<file path="config.mk">
export PLATFORM = sky130hd
export DESIGN_NAME = serial_addsub
export DESIGN_NICKNAME = d
export VERILOG_FILES = /design/src/rtl/serial_addsub_pkg.sv /design/src/rtl/serial_addsub_fa_cell.sv /design/src/rtl/serial_addsub.sv
export SDC_FILE = /design/constraint.sdc
export NUM_CORES = 1
export LEC_CHECK = 0
export ABC_CLOCK_PERIOD_IN_PS = 2100
export CORE_MARGIN = 10
export CORE_UTILIZATION = 35
export DETAILED_ROUTE_END_ITERATION = 6
export PLACE_DENSITY = 0.54
export SLEW_MARGIN = 20
export SYNTH_ARGS = -nofsm -noshare
export SYNTH_HDL_FRONTEND = slang
export SYNTH_HIERARCHICAL = 1
export SYNTH_SLANG_ARGS = --single-unit
</file>
<file path="constraint.sdc">
create_clock -name clk -period 2.1 [get_ports clk]
set_input_delay 0.42 -clock clk [delete_from_list [all_inputs] [get_ports clk]]
set_output_delay 0.42 -clock clk [all_outputs]
set_load 0.02 [all_outputs]
</file>
<file path="src/rtl/serial_addsub_pkg.sv">
// Shared types and limits for the bit-serial adder/subtractor.
package serial_addsub_pkg;

    typedef enum logic [1:0] {
        IDLE = 2'd0,
        RUN  = 2'd1,
        DONE = 2'd2
    } state_e;

    localparam int WIDTH_MIN = 2;
    localparam int WIDTH_MAX = 32;

endpackage

</file>
<file path="src/rtl/serial_addsub_fa_cell.sv">
// One-bit full adder cell; the only arithmetic element of the serial datapath.
module fa_cell (
    input  logic a,
    input  logic b,
    input  logic cin,
    output logic sum,
    output logic carry
);

    assign sum   = a ^ b ^ cin;
    assign carry = (a & b) | (a & cin) | (b & cin);

endmodule

</file>
<file path="src/rtl/serial_addsub.sv">
// Bit-serial adder/subtractor: one result bit per clock, LSB first, with
// sum, carry-out and signed overflow registered on completion.
module serial_addsub
    import serial_addsub_pkg::*;
#(
    parameter  int WIDTH = 8,
    localparam int CNT_W = $clog2(WIDTH + 1)
) (
    input  logic             clk,
    input  logic             rst,
    input  logic             start,
    input  logic             sub,
    input  logic [WIDTH-1:0] a,
    input  logic [WIDTH-1:0] b,
    output logic             busy,
    output logic             done,
    output logic [WIDTH-1:0] sum,
    output logic             cout,
    output logic             ovf
);

    localparam logic [CNT_W-1:0] CNT_LAST = CNT_W'(WIDTH - 1);

    if ((WIDTH < WIDTH_MIN) || (WIDTH > WIDTH_MAX)) begin : g_width_check
        $error("serial_addsub: WIDTH out of legal range");
    end

    state_e           state_q, state_d;
    logic [WIDTH-1:0] opa_q, opa_d;
    logic [WIDTH-1:0] opb_q, opb_d;
    logic [WIDTH-1:0] res_q, res_d;
    logic             carry_q, carry_d;
    logic [CNT_W-1:0] cnt_q, cnt_d;
    logic [WIDTH-1:0] sum_q, sum_d;
    logic             cout_q, cout_d;
    logic             ovf_q, ovf_d;
    logic             busy_q, busy_d;
    logic             done_q, done_d;
    logic             fa_sum_s;
    logic             fa_carry_s;

    fa_cell u_fa (
        .a     (opa_q[0]),
        .b     (opb_q[0]),
        .cin   (carry_q),
        .sum   (fa_sum_s),
        .carry (fa_carry_s)
    );

    // Next-state, datapath shift and result capture.
    always_comb begin
        state_d = state_q;
        opa_d   = opa_q;
        opb_d   = opb_q;
        res_d   = res_q;
        carry_d = carry_q;
        cnt_d   = cnt_q;
        sum_d   = sum_q;
        cout_d  = cout_q;
        ovf_d   = ovf_q;
        case (state_q)
            IDLE, DONE: begin
                if (start) begin
                    // Subtraction is a + ~b + 1: invert b and seed the carry.
                    opa_d   = a;
                    opb_d   = sub ? ~b : b;
                    carry_d = sub;
                    cnt_d   = {CNT_W{1'b0}};
                    res_d   = {WIDTH{1'b0}};
                    state_d = RUN;
                end else begin
                    state_d = IDLE;
                end
            end
            RUN: begin
                opa_d   = {1'b0, opa_q[WIDTH-1:1]};
                opb_d   = {1'b0, opb_q[WIDTH-1:1]};
                res_d   = {fa_sum_s, res_q[WIDTH-1:1]};
                carry_d = fa_carry_s;
                cnt_d   = cnt_q + CNT_W'(1);
                if (cnt_q == CNT_LAST) begin
                    sum_d   = {fa_sum_s, res_q[WIDTH-1:1]};
                    cout_d  = fa_carry_s;
                    ovf_d   = fa_carry_s ^ carry_q;
                    state_d = DONE;
                end else begin
                    state_d = RUN;
                end
            end
            default: begin
                state_d = IDLE;
            end
        endcase
        busy_d = (state_d == RUN);
        done_d = (state_d == DONE);
    end

    // State, datapath and output registers with asynchronous clear.
    always_ff @(posedge clk or posedge rst) begin
        if (rst) begin
            state_q <= IDLE;
            opa_q   <= {WIDTH{1'b0}};
            opb_q   <= {WIDTH{1'b0}};
            res_q   <= {WIDTH{1'b0}};
            carry_q <= 1'b0;
            cnt_q   <= {CNT_W{1'b0}};
            sum_q   <= {WIDTH{1'b0}};
            cout_q  <= 1'b0;
            ovf_q   <= 1'b0;
            busy_q  <= 1'b0;
            done_q  <= 1'b0;
        end else begin
            state_q <= state_d;
            opa_q   <= opa_d;
            opb_q   <= opb_d;
            res_q   <= res_d;
            carry_q <= carry_d;
            cnt_q   <= cnt_d;
            sum_q   <= sum_d;
            cout_q  <= cout_d;
            ovf_q   <= ovf_d;
            busy_q  <= busy_d;
            done_q  <= done_d;
        end
    end

    assign busy = busy_q;
    assign done = done_q;
    assign sum  = sum_q;
    assign cout = cout_q;
    assign ovf  = ovf_q;

endmodule
</file>
==> summary.log, run 1 <==
[outcome] outcome finished clean
[detailed_routing] Routed WL per cell 14.6 µm
[synthesis] post-synthesis instance total 131
[detailed_routing] number of DRC violations after detailed routing 0
[detailed_routing] first-iteration detailed-routing DRC count 36
[synthesis] area share of the largest cell type after synthesis 59.7%
[timing] setup repair after global routing missed its margin no
[place] dpl ws -23.5 ps
[synthesis] number of enable-type register cells in the synthesized netlist 0
[global_route] global-route wire length before repair 6000 µm
[global_route] largest net degree at the start of global routing 43
[global_route] aggregate global-route resource usage 9.00%
[synthesis] Yosys Warn Count 6
[detailed_routing] final wirelength 3390 µm
[detailed_routing] number of antenna-violating nets in the routed design 0
[global_route] number of antenna violations at the first check in global routing 0
[detailed_routing] Detailed Routing Iterations Pass 1 4
[floorplanning] top-level port count 32
[synthesis] number of distinct library cells after synthesis 24
[hold_path] Min-Delay Path Class reg2reg
[power_and_ir_drop] P_int 2.08 mW
[final_layout] number of nets in the layout 187
[global_route] leftover overflow at the end of global routing 0
[floorplanning] initial cell density of the core 36.8%
[clock_tree] clock input transition at the sequential cells of the worst setup and hold paths 70 ps
[synthesis] cell area after technology mapping 0.00176 mm²
[final_layout] Area Overhead vs Synth 26.4%
[clock_tree] number of CTS-inserted buffers 5
[synthesis] share of synthesized flip-flops with an asynchronous set or reset 100%
[clock_tree] Worst-Skew Late Latency 290 ps
[setup_path] Critical Setup Path Class in2reg
[clock_tree] hold bufs inserted after CTS 0
[power_and_ir_drop] Leak 1.04 nW
[power_and_ir_drop] net switching share of the total power 34.4%
[setup_path] CP Data Arrival Time 2010 ps
[clock_tree] number of gates resized after CTS 0
[timing] Worst Slack Setup Final 311 ps
[setup_path] cell with the biggest individual delay on the critical path sky130_fd_sc_hd__nor2_2
[timing] max-slew headroom at the worst pin 34.0%
[power_and_ir_drop] IR Drop Worst-Case VDD 0.638 mV
[clock_tree] buffer count from post-CTS setup fixing 0
[place] placed instance area 0.00214 mm²
[place] count of port buffers added during placement 31
[synthesis] number of synthesized register bits 42
[synthesis] count leader, synth sky130_fd_sc_hd__dfrtp_1
[setup_path] Data required, critical path 2320 ps
[synthesis] average cell area after synthesis 13.4 µm²
[floorplanning] Chip Height 90.9 µm
[timing] post-route clock skew 7.49 ps
[place] DP Wirelength 2380 µm
[setup_path] highest net fanout along the worst path 25
[final_layout] number of diodes 0
[synthesis] Post-Syn Nets 153
[job] Max Cap Violations 0
[place] global placement routability congestion 0.656
[power_and_ir_drop] proportion of power drawn by combinational gates 40.9%
[power_and_ir_drop] Flop pwr share 43.7%
[detailed_routing] total via count in the routed design 1116
[timing] minimum clock period 1790 ps
[setup_path] maximum single-stage delay on the critical path 750 ps
[timing] total count of max-transition violations in the final report 0
[setup_path] cells along the critical path clkdlybuf4s50_1 -> nor2b_1 -> nor2_2 -> a221o_1
[clock_tree] CTS Buffer Depth 2
[final_layout] fill cell count 431
[setup_path] kind of capture point of the worst setup path flip-flop
[power_and_ir_drop] Cell Pwr Density 1420 mW/mm²
[setup_path] startpoint class of the critical path input pin
[final_layout] area of all sequential standard cells 0.00105 mm²
[clock_tree] H-tree Lvls 2
[place] Placed Cells incl. Taps 225
[power_and_ir_drop] net switching power of the design 1.09 mW
[floorplanning] Die Area 0.00826 mm²
[timing] Tcrit/Tclk final 85.2%
[final_layout] fraction of final layout cells sized beyond drive strength 1 8.48%
[timing] number of endpoints failing setup at the final stage 0
[final_layout] Finished Cell Area 0.00222 mm²
[synthesis] share of synthesized area occupied by flip-flops and latches 59.7%
[synthesis] Top FF cell, synth sky130_fd_sc_hd__dfrtp_1
[synthesis] post-synthesis cell type with the largest combined area sky130_fd_sc_hd__dfrtp_1
[floorplanning] Std-Cell Rows 25
[timing] count of final hold-check violations 0
[clock_tree] CTS Root Cell sky130_fd_sc_hd__clkbuf_8
[clock_tree] TritonCTS clock tree done
[floorplanning] Chip Width 90.9 µm
[synthesis] commonest cells in the synthesized netlist sky130_fd_sc_hd__dfrtp_1, sky130_fd_sc_hd__a22o_1, sky130_fd_sc_hd__mux2_1
[final_layout] multi-input gate area in the final layout 658 µm²
[clock_tree] Sink Count 42
[floorplanning] Core Region 0.00479 mm²
[power_and_ir_drop] clock network power share 15.3%
[final_layout] final instance count without filler cells 232
[timing] fmax 0.559 GHz
[detailed_routing] ratio of routed vias to standard cells 4.81
[power_and_ir_drop] Tot Pwr 3.17 mW
[synthesis] synth top area cells sky130_fd_sc_hd__dfrtp_1, sky130_fd_sc_hd__a22o_1, sky130_fd_sc_hd__mux2_1
[global_route] via count of the first global-routing pass 1255
[timing] Least-Margin Pin Slew 989 ps
layer usage:
layer / vias up / track usage, % / part of all wire (%)
met3: 6 / 4.82 / 7.1
met5: - / 0 / 0
met2: 27 / 13.2 / 43
li1: 537 / - / -
met4: 0 / 3.52 / 1.6
met1: 546 / 10.8 / 48
final timing paths:
path                       slack, ps  depth (start not counted)       end  startpoint
max in group asynchronous       1170                          3      busy         rst
min in group asynchronous        560                          3    sum[7]         rst
max reg2reg                      400                          3  opb_q[4]  state_q[0]
min                              480                          1  opa_q[4]    opa_q[4]
min reg2reg                      480                          1  opa_q[4]    opa_q[4]
max                              310                          4  opb_q[4]       start
state kept, by name, indices dropped and copies added (netlist names):
name	count
ovf	1
cout	1
done	1
state_q	2
cnt_q	4
sum	8
opb_q	8
opa_q	8
res_q	7
carry_q	1
busy	1
critical path, delay by kind of cell:
| family | cells | cell delay [ps] |
|---|---|---|
| buffers and inverters | 1 | 410 |
| and+or+nand+nor | 2 | 900 |
| AOI/OAI and AO/OA | 1 | 270 |
cell usage in the layout (no fill, tap or decap):
| cell | netlist | routed |
|---|---|---|
| sky130_fd_sc_hd__dfrtp_1 | 42 | 42 |
| sky130_fd_sc_hd__clkdlybuf4s50_1 | 0 | 31 |
| sky130_fd_sc_hd__a22o_1 | 19 | 19 |
| sky130_fd_sc_hd__mux2_1 | 10 | 10 |
| sky130_fd_sc_hd__xnor2_1 | 8 | 8 |
| sky130_fd_sc_hd__nor2_1 | 8 | 8 |
| sky130_fd_sc_hd__a21o_1 | 8 | 8 |
| sky130_fd_sc_hd__a221o_1 | 7 | 7 |
| sky130_fd_sc_hd__clkbuf_8 | 0 | 5 |
| sky130_fd_sc_hd__buf_4 | 1 | 5 |
| sky130_fd_sc_hd__nand2_1 | 4 | 4 |
| sky130_fd_sc_hd__nor2b_1 | 2 | 2 |
| sky130_fd_sc_hd__xor2_1 | 2 | 2 |
| sky130_fd_sc_hd__mux2i_1 | 2 | 2 |
| sky130_fd_sc_hd__clkinv_2 | 0 | 2 |
| sky130_fd_sc_hd__and2b_1 | 1 | 1 |
| sky130_fd_sc_hd__nor2_2 | 1 | 1 |
| sky130_fd_sc_hd__nand2b_1 | 1 | 1 |
| sky130_fd_sc_hd__nor3b_2 | 1 | 1 |
| sky130_fd_sc_hd__nand4_1 | 1 | 1 |
| sky130_fd_sc_hd__o21ai_1 | 1 | 1 |
| sky130_fd_sc_hd__nor3b_1 | 1 | 1 |
| sky130_fd_sc_hd__inv_1 | 1 | 1 |
| sky130_fd_sc_hd__ha_1 | 1 | 1 |
| sky130_fd_sc_hd__fa_1 | 1 | 1 |
power by group through the flow:
stage	logic [mW]	clock network (mW)	registers, mW
final	1.30	0.485	1.38
after detailed placement	1.33	0	1.40
after CTS	1.32	0.508	1.39
after floorplan	0.817	0	1.46
after global placement	1.28	0	1.39
after global routing	1.45	0.538	1.43
cell type report:
cell class / count / area share, %
flip-flops and latches: 42 / 47.3
multi-input cells: 79 / 29.6
repair buffers: 36 / 15.6
well taps: 67 / 3.77
clock buffers: 5 / 3.10
clock inverters: 2 / 0.450
inverters: 1 / 0.169
metrics by stage:
stage          utilization [%]  hold slack [ps]  setup TNS, ps
3_3_place_gp              44.8              461              0
4_1_cts                   46.5              483              0
6_report                  46.5              481              0
5_1_grt                   46.5              489              0
3_5_place_dp              44.8              465           -104
2_1_floorplan                -              450              0
logic make-up after synthesis:
kind of cell | count (synthesis) | synth area share (%)
adders and majority gates | 2 | 1.85
muxes | 12 | 7.54
and+or+nand+nor | 20 | 5.90
DFF | 42 | 59.7
buffers and inverters | 10 | 2.84
AOI/OAI and AO/OA | 35 | 17.1
xor gates and xnor gates | 10 | 4.98
Power figures use the tool's default switching activity.
==> run 2: changes to the inputs <==
ABC_CLOCK_PERIOD_IN_PS = 2200   (was 2100)
CTS_CLUSTER_DIAMETER = 120   (was default)
PLACE_DENSITY = 0.61   (was 0.54)
clock period = 2.2 ns   (was 2.1 ns; I/O delays follow)
==> run 2 against run 1 <==
Net effect: clock skew hardly changed; cell count is 0.43% lower; sequential power is 4% lower; count of clock-buffer cells in the layout stayed put; critical path depth stayed put; non-clock buffer count is 1 lower; power is 5.0% lower; core utilization is 0.16 points lower; highest routed layer unchanged.
==> summary.log, run 2 (synthesized netlist as in run 1, its figures left out) <==
[clock_tree] clock input transition at the sequential cells of the worst setup and hold paths 70 ps [about the same]
[clock_tree] Sink Count 42 [unchanged]
[global_route] global-route wire length before repair 5710 µm [-4.8%]
[global_route] largest net degree at the start of global routing 43 [unchanged]
[outcome] outcome finished clean
[timing] Total Negative Setup Slacks 0 ps [unchanged]
[detailed_routing] first-iteration detailed-routing DRC count 38 [+5.6%]
[timing] setup repair after global routing missed its margin no
[setup_path] startpoint class of the critical path input pin
[final_layout] number of nets in the layout 186 [-0.53%]
[global_route] leftover overflow at the end of global routing 0 [unchanged]
[final_layout] most common cell after layout, fill and taps aside sky130_fd_sc_hd__dfrtp_1
[detailed_routing] Routed WL per cell 14.5 µm [-0.93%]
[setup_path] kind of capture point of the worst setup path flip-flop
[hold_path] Hold Startpoint sum[2]
[hold_path] Min-Delay Path Class reg2reg
[floorplanning] Chip Width 90.9 µm [unchanged]
[setup_path] Data required, critical path 2420 ps [+100 ps]
[setup_path] worst r2r src state_q[0]
[floorplanning] Std-Cell Rows 25 [unchanged]
[timing] post-route clock skew 7.35 ps [-0.145 ps]
[floorplanning] Core Region 0.00479 mm² [unchanged]
[place] global placement routability congestion 0.748 [+14%]
[setup_path] cell with the biggest individual delay on the critical path sky130_fd_sc_hd__nor2_2
[clock_tree] CTS Root Cell sky130_fd_sc_hd__clkbuf_8
[global_route] aggregate global-route resource usage 8.49% [-0.50 points]
[final_layout] area of all sequential standard cells 0.00105 mm² [unchanged]
[final_layout] fraction of final layout cells sized beyond drive strength 1 7.93% [-0.56 points]
[final_layout] utilization after layout 46.3% [-0.16 points]
[detailed_routing] final wirelength 3350 µm [-1.4%]
[final_layout] fill cell count 454 [+5.3%]
[clock_tree] number of gates resized after CTS 0 [unchanged]
[setup_path] CP Data Arrival Time 1990 ps [-20 ps]
[global_route] via count of the first global-routing pass 1233 [-1.8%]
[place] count of port buffers added during placement 31 [unchanged]
[final_layout] number of diodes 0 [unchanged]
[timing] Tcrit/Tclk final 80.4%
[setup_path] startpoint of the most critical setup path start
[global_route] number of antenna violations at the first check in global routing 0 [unchanged]
[setup_path] cells along the critical path clkdlybuf4s50_1 -> nor2b_1 -> nor2_2 -> a221o_1
[floorplanning] initial cell density of the core 36.8% [unchanged]
[timing] fmax 0.565 GHz
[clock_tree] H-tree Lvls 2 [unchanged]
[power_and_ir_drop] Leak 1.04 nW [-0.44%]
[setup_path] highest net fanout along the worst path 25 [unchanged]
[timing] minimum clock period 1770 ps
[timing] count of final hold-check violations 0 [unchanged]
[detailed_routing] number of antenna-violating nets in the routed design 0 [unchanged]
[detailed_routing] Detailed Routing Iterations Pass 1 4 [unchanged]
[detailed_routing] total via count in the routed design 1138 [+2.0%]
[timing] Least-Margin Pin Slew 928 ps [-61.8 ps]
[floorplanning] Chip Height 90.9 µm [unchanged]
[timing] number of endpoints failing setup at the final stage 0 [unchanged]
[clock_tree] number of CTS-inserted buffers 5 [unchanged]
[detailed_routing] ratio of routed vias to standard cells 4.93 [+2.4%]
[clock_tree] Worst-Skew Late Latency 290 ps [about the same]
[floorplanning] Die Area 0.00826 mm² [unchanged]
[floorplanning] top-level port count 32 [unchanged]
[power_and_ir_drop] Cell Pwr Density 1360 mW/mm² [-4.7%]
[power_and_ir_drop] IR Drop Worst-Case VDD 0.504 mV [-21%]
[final_layout] Area Overhead vs Synth 26.0%
[clock_tree] buffer count from post-CTS setup fixing 0 [unchanged]
[clock_tree] TritonCTS clock tree done
[job] Max Cap Violations 0 [unchanged]
[final_layout] multi-input gate area in the final layout 658 µm² [unchanged]
[clock_tree] CTS Buffer Depth 2 [unchanged]
[clock_tree] hold bufs inserted after CTS 0 [unchanged]
[setup_path] Critical Setup Path Class in2reg
[timing] max-slew headroom at the worst pin 38.1% [+4.1 points]
[final_layout] top library cells by usage in the layout, fill and taps aside sky130_fd_sc_hd__dfrtp_1, sky130_fd_sc_hd__clkdlybuf4s50_1, sky130_fd_sc_hd__a22o_1
[timing] total count of max-transition violations in the final report 0 [unchanged]
[detailed_routing] number of DRC violations after detailed routing 0 [unchanged]
[setup_path] maximum single-stage delay on the critical path 700 ps [-50 ps]
[run 2: path summary, 6_finish.rpt]
check / end / slack [ps] / cells past startpoint
min in group asynchronous: sum[6] / 590 / 3
setup reg to reg: opb_q[3] / 480 / 3
max in group asynchronous: cnt_q[3] / 1260 / 3
setup / recovery: opb_q[3] / 430 / 4
hold reg to reg: sum[2] / 480 / 1
hold / removal: sum[2] / 480 / 1
[run 2: critical path, delay by kind of cell]
kind                   cells  cell delay, ps
AND/OR/NAND/NOR            2             850
AO/OA/AOI/OAI              1             280
buffers and inverters      1             410
[run 2: where the power goes]
group | leakage, nW | total, mW | internal [mW] | switching, mW
logic | 0.457 | 1.22 | 0.644 | 0.576
registers | 0.535 | 1.33 | 1.11 | 0.217
clock network | 0.0438 | 0.460 | 0.213 | 0.247
total | 1.04 | 3.01 | 1.97 | 1.04
[run 2: metrics by stage]
stage                     area (µm²)  power, mW  setup WS, ps  std cells  hold slack, ps
after detailed placement        2140       2.58           119        224             475
after CTS                       2220       3.05           422        231             493
final                           2220       3.01           431        231             484
after global routing            2220       3.23           312        231             505
after floorplan                 1760       2.17           739        131             450
after global placement          2140       2.52           153        224             461
[run 2: layer usage]
| metal | vias up | GRT usage [%] | wire length (µm) |
|---|---|---|---|
| met5 | - | 0 | 0 |
| met1 | 563 | 9.71 | 1450 |
| met3 | 7 | 4.41 | 276 |
| met4 | 0 | 3.92 | 57 |
| met2 | 32 | 12.9 | 1560 |
| li1 | 536 | - | - |
[run 2: cell type report]
| cell class | count | area share (%) |
|---|---|---|
| Multi-Input combinational cell | 79 | 29.7 |
| Sequential cell | 42 | 47.4 |
| Clock inverter | 2 | 0.452 |
| Inverter | 1 | 0.169 |
| Tap cell | 67 | 3.78 |
| Timing Repair Buffer | 35 | 15.4 |
| Clock buffer | 5 | 3.11 |
